===== config.mk =====
export PLATFORM = sky130hd
export DESIGN_NAME = lsu_mem_port
export DESIGN_NICKNAME = d
export VERILOG_FILES = /design/src/rtl/lsu_mem_port.sv
export SDC_FILE = /design/constraint.sdc
export NUM_CORES = 1
export LEC_CHECK = 0
export CORE_ASPECT_RATIO = 1.25
export CORE_MARGIN = 2
export CORE_UTILIZATION = 40
export DETAILED_ROUTE_END_ITERATION = 12
export GPL_TIMING_DRIVEN = 0
export PLACE_DENSITY = 0.75
export SETUP_SLACK_MARGIN = 0.3
export SLEW_MARGIN = 20
export SYNTH_ARGS = -nofsm -noshare
export SYNTH_HDL_FRONTEND = slang
export SYNTH_SLANG_ARGS = --single-unit

===== constraint.sdc =====
create_clock -name clk -period 3.45 [get_ports clk]
set_clock_uncertainty 0.15 [all_clocks]
set_input_delay 0.5175 -clock clk [delete_from_list [all_inputs] [get_ports clk]]
set_output_delay 0.5175 -clock clk [all_outputs]
set_load 0.02 [all_outputs]

===== src/rtl/lsu_mem_port.sv =====
// Load/store unit memory port: request/grant/response bus master with byte lanes and load extension.
// Optional MISALIGN_TRAP_EN: misaligned half/word accesses skip the bus and report misaligned in DONE.
module lsu_mem_port #(
   parameter int TIMEOUT = 255,
   parameter int ADDR_W  = 32
) (
   input  logic              clk,
   input  logic              reset,
   input  logic              req_valid,
   input  logic              mem_write,
   input  logic [1:0]        access_mode,
   input  logic              unsigned_load,
   input  logic [ADDR_W-1:0] addr,
   input  logic [31:0]       wdata,
   output logic              stall,
   output logic [31:0]       rdata,
   output logic              misaligned,
   output logic              bus_err,
   output logic              bus_req,
   output logic              bus_we,
   output logic [ADDR_W-1:0] bus_addr,
   output logic [3:0]        bus_be,
   output logic [31:0]       bus_wdata,
   input  logic              bus_gnt,
   input  logic              bus_rvalid,
   input  logic [31:0]       bus_rdata
);

   typedef enum logic [1:0] {IDLE, REQ, WAIT, DONE} state_t;

   localparam int CW = (TIMEOUT > 2) ? $clog2(TIMEOUT) : 1;

   state_t        st;
   logic [CW-1:0] cnt;
   logic [1:0]    r_lane;
   logic [1:0]    r_mode;
   logic          r_uns;
   logic [3:0]    be_n;
   logic [31:0]   wd_n;
   logic          tmo_hit;

`ifdef MISALIGN_TRAP_EN
   logic misal;
   assign misal = ((access_mode == 2'b01) && addr[0]) || (access_mode[1] && (addr[1:0] != 2'b00));
`endif

   assign tmo_hit = (TIMEOUT != 0) && (cnt == CW'(TIMEOUT - 1));

   // Reset wins over a held req_valid so the core is released immediately.
   always_comb begin
      stall = 1'b0;
      if (!reset) begin
         case (st)
            IDLE:     stall = req_valid;
            REQ,
            WAIT:     stall = 1'b1;
            default:  stall = 1'b0;
         endcase
      end
   end

   always_comb begin
      be_n = 4'hF;
      wd_n = wdata;
      case (access_mode)
         2'b00: begin
            be_n = 4'b0001 << addr[1:0];
            wd_n = {4{wdata[7:0]}};
         end
         2'b01: begin
            be_n = addr[1] ? 4'b1100 : 4'b0011;
            wd_n = {2{wdata[15:0]}};
         end
         default: begin
            be_n = 4'hF;
            wd_n = wdata;
         end
      endcase
   end

   function automatic logic [31:0] load_ext(input logic [1:0] mode, input logic [1:0] lane,
                                            input logic uns, input logic [31:0] d);
      logic [7:0]  b;
      logic [15:0] h;
      case (lane)
         2'd0:    b = d[7:0];
         2'd1:    b = d[15:8];
         2'd2:    b = d[23:16];
         default: b = d[31:24];
      endcase
      h = lane[1] ? d[31:16] : d[15:0];
      case (mode)
         2'b00:   load_ext = uns ? {24'd0, b} : {{24{b[7]}}, b};
         2'b01:   load_ext = uns ? {16'd0, h} : {{16{h[15]}}, h};
         default: load_ext = d;
      endcase
   endfunction

   always_ff @(posedge clk or posedge reset) begin
      if (reset) begin
         st         <= IDLE;
         cnt        <= '0;
         r_lane     <= 2'd0;
         r_mode     <= 2'd0;
         r_uns      <= 1'b0;
         rdata      <= 32'd0;
         misaligned <= 1'b0;
         bus_err    <= 1'b0;
         bus_req    <= 1'b0;
         bus_we     <= 1'b0;
         bus_addr   <= '0;
         bus_be     <= 4'd0;
         bus_wdata  <= 32'd0;
      end else begin
         case (st)
            IDLE: begin
               if (req_valid) begin
                  r_lane    <= addr[1:0];
                  r_mode    <= access_mode;
                  r_uns     <= unsigned_load;
                  bus_we    <= mem_write;
                  bus_addr  <= {addr[ADDR_W-1:2], 2'b00};
                  bus_be    <= be_n;
                  bus_wdata <= wd_n;
                  cnt       <= '0;
`ifdef MISALIGN_TRAP_EN
                  if (misal) begin
                     st         <= DONE;
                     misaligned <= 1'b1;
                  end else
`endif
                  begin
                     st      <= REQ;
                     bus_req <= 1'b1;
                  end
               end
            end
            REQ: begin
               if (bus_gnt) begin
                  bus_req <= 1'b0;
                  cnt     <= '0;
                  if (bus_we) begin
                     st <= DONE;
                  end else if (bus_rvalid) begin
                     rdata <= load_ext(r_mode, r_lane, r_uns, bus_rdata);
                     st    <= DONE;
                  end else begin
                     st <= WAIT;
                  end
               end else if (tmo_hit) begin
                  bus_req <= 1'b0;
                  bus_err <= 1'b1;
                  rdata   <= 32'd0;
                  st      <= DONE;
               end else begin
                  cnt <= cnt + 1'b1;
               end
            end
            WAIT: begin
               if (bus_rvalid) begin
                  rdata <= load_ext(r_mode, r_lane, r_uns, bus_rdata);
                  st    <= DONE;
               end else if (tmo_hit) begin
                  bus_err <= 1'b1;
                  rdata   <= 32'd0;
                  st      <= DONE;
               end else begin
                  cnt <= cnt + 1'b1;
               end
            end
            default: begin
               rdata      <= 32'd0;
               misaligned <= 1'b0;
               bus_err    <= 1'b0;
               st         <= IDLE;
            end
         endcase
      end
   end

endmodule


==> qor.csv <==
stage,metric,value,unit
layout,Fillers,1130,
critical_path,CP most frequent cell,buf_2,
critical_path,Critical Path Slowest Stage Cell,dfrtp_1,
critical_path,number of gates on the worst path with buffers counted,8,
yosys,Post-Syn Area,5610,µm²
placement,post-placement cell area,7960,µm²
yosys,Async SR Flop Fraction,100,%
worst_hold_path,Hold Path Class,reg -> reg,
drt,initial detailed-routing violation count,253,
floorplan,Core Region,13800,µm²
cts,clock tree buffer depth,2,
cts,CTS Sinks,116,
floorplan,Die Y,136,µm
drt,Final ANT Viol Nets,0,
critical_path,flop-to-flop setup slack,0.92,ns
cts,"Clk pin slew, worst setup/hold paths",0.05,ns
layout,Area growth syn-to-layout,52.8,%
placement,Placer Congestion,0.839,
placement,post-DP HPWL,13200,µm
floorplan,IO Pins,210,
sta,worst slew pin tran,0.958,ns
drt,DRC violations left,0,
placement,placed instance count,877,
critical_path,CP startpoint,st[0],
critical_path,kind of critical path,reg -> out,
drt,Pre-antenna DRT Iters,6,
cts,PostCTS Resize Cnt,6,
critical_path,Worst Path Required,2.78,ns
yosys,"Distinct cells, synth",49,
layout,post-layout util,62.3,%
critical_path,crit path launch type,register,
yosys,Post-Synthesis Cells,491,
global_route,first-pass GRT wire length,26900,µm
critical_path,crit path max fanout,10,
global_route,initial antenna violation count,1,
sta,fmax,345,MHz
drt,DR WL/cell,18.8,µm
floorplan,die span in x,110,µm
placement,buffers added on ports,206,
critical_path,RR Startpoint,st[1],
critical_path,Register-to-Register Path Depth,7,
global_route,largest net degree at the start of global routing,35,
critical_path,end point of the critical path,stall,
critical_path,largest stage delay on the critical path,0.41,ns
sta,final setup violation count,0,
sta,fin crit share,83.9,%
cts,"Clk Latency, worst-skew pair",0.40,ns
sta,Max-slew headroom,35.9,%
sta,final worst slack,0.554,ns
drt,Detailed Route WL,17200,µm
job,MaxCap Viol Count,0,
layout,fin cells,910,
yosys,"Avg Cell Area, Syn",11.4,µm²
critical_path,CP cell instances,inv_1 > ha_1 > buf_2 > nand2_1 > buf_2 > clkbuf_4 > a211oi_1 > buf_2,
sta,setup TNS,0,ns
layout,nets,833,
global_route,Total Routing Usage GR,23.4,%
floorplan,Starting Density,40.8,%
pwr,Pleak,3.67,nW
sta,max-slew violations,0,
drt,vias per cell,5.43,
pwr,worst vdd ir,0.707,mV
cts,Post-CTS Hold Buffers,0,
yosys,number of flops mapped to enable cells by yosys,0,
global_route,grt ovf,0,
layout,layout cells sized above 1,15.1,%
global_route,vias in the first global route,5236,
critical_path,Setup crit end kind,output pin,
sta,min cycle time layout,2.90,ns
outcome,status,completed,
yosys,synth warn,0,
placement,DP Worst Slack,0.127,ns
cts,CTS H-tree lvls,4,
cts,CTS tree,done,
cts,Num CTS Buffers,17,
critical_path,CP Buf/Inv Count,5,
critical_path,"Data arrival, critical path",2.23,ns
yosys,flop and latch count out of synthesis,116,
cts,Root Buffer,clkbuf_16,
sta,final hold vios,0,
yosys,post-synthesis sequential area ratio,51.7,%
pwr,Pwr Total,8.06,mW
layout,fin area,8570,µm²
sta,final hold slack,0.335,ns
cts,postcts setup bufs,0,
floorplan,die area,15000,µm²
pwr,PD cells,941,nW/µm²
critical_path,critical path's top delay family,buffers and inverters,
sta,setup repair after global routing missed its margin,no,
critical_path,RR Endpoint,cnt[7],
floorplan,row count,48,
drt,Via Count,4942,
yosys,"Primary FF master, synth",dfrtp_1,
## power breakdown
group          total, mW  switching (mW)  internal, mW
clock               1.80           0.658          1.14
combinational       3.95            2.07          1.87
sequential          2.32           0.360          1.96
## cell families after synthesis
| logic type | Yosys count | share of synthesized area, % |
|---|---|---|
| multiplexers | 81 | 16.1 |
| flip-flops | 116 | 51.7 |
| adder cells (fa/ha/maj) | 7 | 1.56 |
| other | 1 | 0.0668 |
| AO/OA/AOI/OAI | 142 | 17.9 |
| AND/OR/NAND/NOR | 99 | 8.49 |
| buffers and inverters | 45 | 4.10 |
## worst min-delay path: cells and delay by family (launching register included)
kind	cells	cell delay [ns]
DFF	1	0.34
AOI/OAI and AO/OA	1	0.06
and+or+nand+nor	1	0.05
## cell usage in the layout, fill, tap and decap left out, types with 6 or more instances in the layout
cell type,count
inv_1,9
dfrtp_1,116
clkbuf_1,16
buf_4,6
nand2_1,37
clkbuf_16,17
o21ai_0,45
buf_2,9
nor2_1,20
clkdlybuf4s50_1,205
a21oi_1,27
nand2b_1,14
a221o_1,17
mux2_2,45
ha_1,7
a32o_1,12
mux2i_1,33
or3_1,7
## Yosys cell counts, drive strengths merged, types with 4 or more instances
cell type | count | share of area [%]
nand2 | 38 | 2.7
nor3 | 4 | 0.36
a21oi | 27 | 2.4
inv | 10 | 0.67
nor2 | 20 | 1.3
o21ai | 46 | 4.1
dfrtp | 116 | 52
mux2i | 33 | 5.9
or3 | 7 | 0.78
a32o | 12 | 2.1
a31oi | 4 | 0.45
nand2b | 14 | 1.6
nor2b | 4 | 0.45
a22o | 4 | 0.62
ha | 7 | 1.6
clkbuf | 19 | 1.3
buf | 16 | 2.1
o2bb2ai | 4 | 0.62
a221o | 17 | 3.0
a211oi | 4 | 0.54
mux2 | 45 | 9.0
o22ai | 4 | 0.45
## registers in the layout (all words and copies together) (netlist names)
| name | cells |
|---|---|
| bus_wdata | 32 |
| rdata | 32 |
| bus_addr | 30 |
| cnt | 8 |
| bus_be | 4 |
| r_lane | 2 |
| r_mode | 2 |
| st | 2 |
| bus_err | 1 |
| bus_req | 1 |
| bus_we | 1 |
| r_uns | 1 |
## worst min-delay path by stage
| stage | startpoint | to | slack (ns) | cells past startpoint |
|---|---|---|---|---|
| final | bus_wdata[29] | bus_wdata[29] | 0.34 | 2 |
| after floorplan | cnt[4] | cnt[4] | 0.33 | 2 |
| after global routing | bus_wdata[31] | bus_wdata[31] | 0.35 | 2 |
| after CTS | bus_wdata[29] | bus_wdata[29] | 0.34 | 2 |
| after detailed placement | bus_wdata[29] | bus_wdata[29] | 0.32 | 2 |
| after global placement | bus_wdata[18] | bus_wdata[18] | 0.31 | 2 |
## metal layers
layer  vias to the layer above  part of all wire (%)  global-route usage (%)
li1                       2268                     -                       -
met1                      2418                    37                    26.6
met2                       221                    51                    39.8
met3                        35                   9.3                    9.35
met4                         0                   2.2                    7.67
met5                         -                     0                       0
## area by class of cell
cell class / instances / area (µm²) / area share, %
flip-flops and latches: 116 / 2900 / 33.9
multi-input cells: 332 / 2490 / 29.0
repair buffers: 209 / 2120 / 24.7
clock buffers: 17 / 425 / 4.96
well taps: 175 / 219 / 2.55
plain buffers: 35 / 198 / 2.31
clock inverters: 15 / 180 / 2.10
inverters: 10 / 41.3 / 0.482
diodes: 1 / 2.50 / 0.0292
(Power assumes the default switching activity.)
